[config.mk]
export PLATFORM = sky130hd
export DESIGN_NAME = id_counter
export DESIGN_NICKNAME = d
export VERILOG_FILES = /design/src/rtl/id_counter_pkg.sv /design/src/rtl/id_counter.sv
export SDC_FILE = /design/constraint.sdc
export NUM_CORES = 1
export LEC_CHECK = 0
export ABC_AREA = 1
export ABC_CLOCK_PERIOD_IN_PS = 4400
export BUFFER_PORTS_ARGS = -buffer_cell sky130_fd_sc_hd__buf_2
export CAP_MARGIN = 10
export CORE_AREA = 2 2 39 41
export DETAILED_ROUTE_END_ITERATION = 7
export DIE_AREA = 0 0 41 43
export SLEW_MARGIN = 20
export SYNTH_ARGS = -nofsm -noshare
export SYNTH_HDL_FRONTEND = slang
export SYNTH_SLANG_ARGS = --single-unit
[constraint.sdc]
create_clock -name clk -period 4.4 [get_ports clk]
set_input_delay 0.44 -clock clk [delete_from_list [all_inputs] [get_ports clk]]
set_output_delay 0.44 -clock clk [all_outputs]
set_load 0.01 [all_outputs]
[src/rtl/id_counter_pkg.sv]
// rtl/id_counter_pkg.sv - request encoding and resolution helper for the DPLL id_counter
package id_counter_pkg;

    // Net phase-correction request seen on a clock edge after merging pulses and pendings.
    typedef enum logic [1:0] {
        REQ_NONE    = 2'd0,
        REQ_ADVANCE = 2'd1,
        REQ_RETARD  = 2'd2
    } req_e;

    // An advance and a retard seen together cancel out entirely.
    function automatic req_e resolve_req(input logic ei, input logic ed);
        req_e r;
        r = REQ_NONE;
        if (ei && !ed) begin
            r = REQ_ADVANCE;
        end else if (ed && !ei) begin
            r = REQ_RETARD;
        end
        return r;
    endfunction

endpackage

[src/rtl/id_counter.sv]
// rtl/id_counter.sv - increment/decrement counter (DCO) producing the DPLL IDout square wave
module id_counter
    import id_counter_pkg::*;
#(
    parameter int HALF_PERIOD = 4
) (
    input  logic clk,
    input  logic reset,
    input  logic inc,
    input  logic dec,
    output logic IDout
);

    localparam int CNT_W = $clog2(HALF_PERIOD + 1);

    // Terminal counts: an advance ends the half-period one edge early, a retard one edge late.
    localparam logic [CNT_W-1:0] TERM_ADV = CNT_W'(HALF_PERIOD - 2);
    localparam logic [CNT_W-1:0] TERM_NOM = CNT_W'(HALF_PERIOD - 1);
    localparam logic [CNT_W-1:0] TERM_RET = CNT_W'(HALF_PERIOD);

    logic [CNT_W-1:0] cnt_q, cnt_d;
    logic             idout_q, idout_d;
    logic             inc_pend_q, inc_pend_d;
    logic             dec_pend_q, dec_pend_d;

    logic             ei;
    logic             ed;
    req_e             req;
    logic [CNT_W-1:0] term;

    // Merge live pulses with pendings, pick the terminal count, and advance or wrap the counter.
    always_comb begin
        ei   = inc | inc_pend_q;
        ed   = dec | dec_pend_q;
        req  = resolve_req(ei, ed);
        term = TERM_NOM;
        case (req)
            REQ_ADVANCE: term = TERM_ADV;
            REQ_RETARD:  term = TERM_RET;
            default:     term = TERM_NOM;
        endcase

        cnt_d      = cnt_q;
        idout_d    = idout_q;
        inc_pend_d = 1'b0;
        dec_pend_d = 1'b0;

        // >= rather than == so a late advance (counter already past the short terminal) toggles now.
        if (cnt_q >= term) begin
            idout_d = ~idout_q;
            cnt_d   = '0;
        end else begin
            cnt_d      = cnt_q + CNT_W'(1);
            inc_pend_d = (req == REQ_ADVANCE);
            dec_pend_d = (req == REQ_RETARD);
        end
    end

    // State registers; reset aborts the half-period and drops any pending correction.
    always_ff @(posedge clk or negedge reset) begin
        if (!reset) begin
            cnt_q      <= '0;
            idout_q    <= 1'b0;
            inc_pend_q <= 1'b0;
            dec_pend_q <= 1'b0;
        end else begin
            cnt_q      <= cnt_d;
            idout_q    <= idout_d;
            inc_pend_q <= inc_pend_d;
            dec_pend_q <= dec_pend_d;
        end
    end

    assign IDout = idout_q;

endmodule

# Word level (Yosys, flattened, before mapping)
# Index checks and enable logic that the tools add are counted.
totals:
  reg_bits: 6
  in_bits: 4
  word_cells: 21
  out_inout_bits: 1
classes:
  addsub: 1
  reduce_logical: 4
  n_lt_le_gt_ge: 1
  n_eq_ne: 2
  bitwise_logic: 3
  n_mux: 6
ops:
  columns: ["operator", "n"]
  rows:
  - ["3-bit case mux with 2 select lines", 1]
  - ["2-bit two-way mux", 2]
  - ["3-bit by 1-bit adder with 3-bit output, second input constant", 1]
  - ["3-bit >= comparator", 1]
  - ["3-bit two-way mux", 1]
  - ["2-bit by 1-bit equality test with 1-bit output, second input constant", 1]
  - ["2-bit equality test, second input constant", 1]
  - ["1-bit logical AND", 2]
  - ["1-bit zero test", 2]
  - ["1-bit two-way mux", 2]
  - ["1-bit OR", 2]
  - ["1-bit NOT", 1]

# Logic depth before layout (Yosys ltp)
depth:
  ltp_word: 9
  ltp_mapped: 11
  mapped_depth_nobuf: 11

# Least setup slack after synthesis
# No wires, ideal clock.
synth_timing:
  kind: "in2reg"
  startpoint: "input inc"
  endpoint: "register idout_q, in the netlist IDout"
  stages: 10
  required_time_ns: 4.283
  arrival_ns: 1.518
  path_buffers: 0
  setup_slack_ns: 2.765
  setup_ns: 0.117
  cell_sequence: "nor2_1 -> inv_1 -> ha_1 -> ha_1 -> inv_1 -> nand2_1 -> nand2_2 -> nand2_4 -> nand2_1 -> nand2_1"
synth_via:
  elab_chain_len: 8
  word_cells_on_any_way: 10
  classes_between: "order compare (1); eq/ne (2); mux (3); bitwise (1); reduce/logical (3)"
synth_rtl:
  columns: ["item", "line_no", "text"]
  rows:
  - ["start, declared", "id_counter.sv:9", "input logic inc,"]
  - ["1-bit OR *", "id_counter.sv:33", "ei = inc | inc_pend_q;"]
  - ["1-bit zero test", "id_counter_pkg.sv:17", "end else if (ed && !ei) begin"]
  - ["1-bit logical AND", "id_counter_pkg.sv:17", null]
  - ["2-bit two-way mux", "id_counter_pkg.sv:17", null]
  - ["2-bit two-way mux *", "id_counter_pkg.sv:15", "if (ei && !ed) begin"]
  - ["2-bit equality test or 2-bit by 1-bit equality test with 1-bit output (tied branches)", "id_counter.sv:37", "case (req)"]
  - ["3-bit case mux with 2 select lines *", "id_counter.sv:37", null]
  - ["3-bit >= comparator *", "id_counter.sv:49", "if (cnt_q >= term) begin"]
  - ["end signal, assigned", "id_counter.sv:68", "idout_q <= idout_d;"]
  - ["end, declared", "id_counter.sv:22", "logic idout_q, idout_d;"]
# Every way passes the cells marked *; elsewhere a longest branch is shown, timed or not.
# A chain may end at the register's enable or synchronous reset.

# Worst setup path in the final report
layout_timing:
  startpoint: "register inc_pend_q"
  endpoint: "register idout_q, in the netlist IDout"
layout_via:
  elab_chain_len: 8
  word_cells_on_any_way: 10
  classes_between: "order compare (1); eq/ne (2); mux (3); bitwise (1); reduce/logical (3)"
layout_rtl:
  columns: ["item", "line_no", "text"]
  rows:
  - ["start, declared", "id_counter.sv:23", "logic inc_pend_q, inc_pend_d;"]
  - ["start signal, assigned", "id_counter.sv:69", "inc_pend_q <= inc_pend_d;"]
  - ["1-bit OR *", "id_counter.sv:33", null]
  - ["1-bit zero test", "id_counter_pkg.sv:17", null]
  - ["1-bit logical AND", "id_counter_pkg.sv:17", null]
  - ["2-bit two-way mux", "id_counter_pkg.sv:17", null]
  - ["2-bit two-way mux *", "id_counter_pkg.sv:15", null]
  - ["2-bit equality test or 2-bit by 1-bit equality test with 1-bit output (tied branches)", "id_counter.sv:37", null]
  - ["3-bit case mux with 2 select lines *", "id_counter.sv:37", null]
  - ["3-bit >= comparator *", "id_counter.sv:49", null]
# Marks and branches as above.

==> out/qor.csv <==
metric;value;unit
HP Class;input port to async pin;
worst hold slack;13.46;ps
PnR Total Power;263.9;uW
cells after synthesis;38;
# resized after CTS;0;
H-tree levels;1;
crit path time final;1662;ps
CP Cell Sequence;nor2_1, inv_1, ha_1, ha_1, inv_1, nand2_1, nand2_2, nand2_4, nand2_1, nand2_1;
core area;1384;sq um
largest net degree at the start of global routing;7;
pre-CTS WS;2549;ps
CTS buffer count;3;
CP endpoint kind;flop;
r2r setup slk;2740;ps
post-DP HPWL;423.6;um
Crit path max-delay family;adder cells;
total global-route track usage;8.621;%
DRC viols;0;
area post-placement;392.9;sq um
clock-pin slew of the registers on the worst-case setup and hold paths;40;ps
WL per Instance;7.836;um
Startpoint Class;flop;
chip height;43;um
nets;58;
Die W;41;um
Slew Limit Fails;0;
vias post-DR;241;
clk sinks;6;
Netlist cell types;11;
Final WS setup;2738;ps
Seq/Total Area, Yosys;42.55;%
CP Class;flop to flop;
Max FO, Critical Path;6;
Initial Util;25.50;%
RR Endpoint;IDout$_DFFE_PN0P_;
Port Buf Inserts;4;
Max rail drop VDD;0.2225;mV
Antenna Nets Post-Route;0;
Slew HR;86.90;%
unrepaired setup endpoints after global routing;false;
Post-Layout Inst Area;415.4;sq um
layout cell share with drive strength beyond 1;24.44;%
Clock Tree Buf Depth;2;
worst reg2reg startpoint;inc_pend_q$_DFF_PN0_;
vias per cell;3.951;
Worst-Margin Slew;195.8;ps
Post-CTS Setup Inserts;0;
first-pass GRT wire length;986;um
CTS tree;yes;
Syn Std Cell Area;352.8;sq um
max-cap violations;0;
CP Buf/Inv Count;2;
Syn Nets;49;
Max Clock Skew;0.7431;ps
n_diodes;0;
grt ovf;0;
vias in the first global route;264;
final WL;478;um
Arr. time, crit path;1790;ps
Syn. warnings;0;
clock insertion delay at the later pin of the skew report;240;ps
fmax;601.5;MHz
clock root buffer;clkbuf_4;
Hold Buf Count CTS;0;
initial drt markers;0;
GP Congestion;0.6677;
DIE AREA;1763;sq um
power per cell area;635.3;nW/um^2
slowest CP cell;dfrtp_1;
Seq cells post-synth;6;
Layout area overhead;17.73;%
I/O pin total;5;
Worst R2R Path Depth;10;
Final Setup Violations;0;
setup TNS;0;ps
Mean Syn Cell Area;9.285;sq um
period utilization;37.78;%
CP max stage delay;350;ps
drt first pass iters;1;
required time worst endpoint;4530;ps
number of placement rows;14;
outcome;finished clean;
leakage power;0.2401;nW
Top cell by count, worst path;nand2_1;
count of final hold-check violations;0;
initial antenna violation count;0;
==> how the worst max path moves through the flow <==
stage	start	endpoint	slack, ps	cells after the start
after CTS	inc_pend_q$_DFF_PN0_	IDout$_DFFE_PN0P_	2720	10
after detailed placement	inc	IDout$_DFFE_PN0P_	2550	11
after global placement	inc	IDout$_DFFE_PN0P_	2570	11
after global routing	inc_pend_q$_DFF_PN0_	IDout$_DFFE_PN0P_	2600	10
after floorplan	inc	IDout$_DFFE_PN0P_	2770	10
final	inc_pend_q$_DFF_PN0_	IDout$_DFFE_PN0P_	2740	10
==> registers in the layout, summed over array words and instances, names as in the netlist <==
signal,cells
cnt_q,3
dec_pend_q,1
inc_pend_q,1
IDout,1
==> synthesized netlist by cell type, drive strengths merged <==
library cell	instances	share of area (%)
nand2	6	9.2
xnor2	1	2.5
dfrtp	6	43
inv	9	9.6
nand3	1	1.4
nor2	7	7.4
a21oi	1	2.5
ha	7	25
==> stage by stage <==
stage / utilization (%) / cells
floorplan: - / 38
global placement: 28.39 / 58
detailed placement: 28.39 / 58
CTS: 30.02 / 61
global route: 30.02 / 61
finish: 30.02 / 61
==> area by class of cell <==
type,count,area (sq um)
Timing Repair Buffer,4,20.02
Multi-Input combinational cell,23,168.9
Sequential cell,6,150.1
Inverter,9,33.78
Tap cell,16,20.02
Fill cell,148,968.4
Clock buffer,3,22.52
==> per-layer routing <==
metal  up-vias  track usage (%)  wire length (um)
li1        127                -                 -
met1       113            9.302               196
met2         1            13.13               275
met3         0            1.571                 7
met4         0            8.000                 0
met5         -                0                 0
==> power by group <==
group          internal [mW]  switching [mW]
Sequential            0.0790          0.0129
Clock                 0.0308          0.0183
Combinational         0.0501          0.0728
==> layout by cell type, fill, tap and decap left out, types with 3 or more instances in the layout <==
cell type / netlist / layout
nor2_1: 7 / 7
nand2_1: 4 / 4
clkbuf_4: 0 / 3
ha_1: 7 / 7
buf_2: 0 / 4
inv_1: 8 / 8
dfrtp_1: 6 / 6
==> logic make-up (layout without fill, tap and decap cells) <==
| logic type | count (synthesis) | in the layout | share of synthesized area (%) |
|---|---|---|---|
| XOR/XNOR | 1 | 1 | 2.483 |
| AND/OR/NAND/NOR | 14 | 14 | 18.08 |
| AO/OA/AOI/OAI | 1 | 1 | 2.483 |
| flip-flops | 6 | 6 | 42.55 |
| buffers and inverters | 9 | 16 | 9.574 |
| adder cells (fa/ha/maj) | 7 | 7 | 24.82 |
Power figures use the tool's default switching activity.
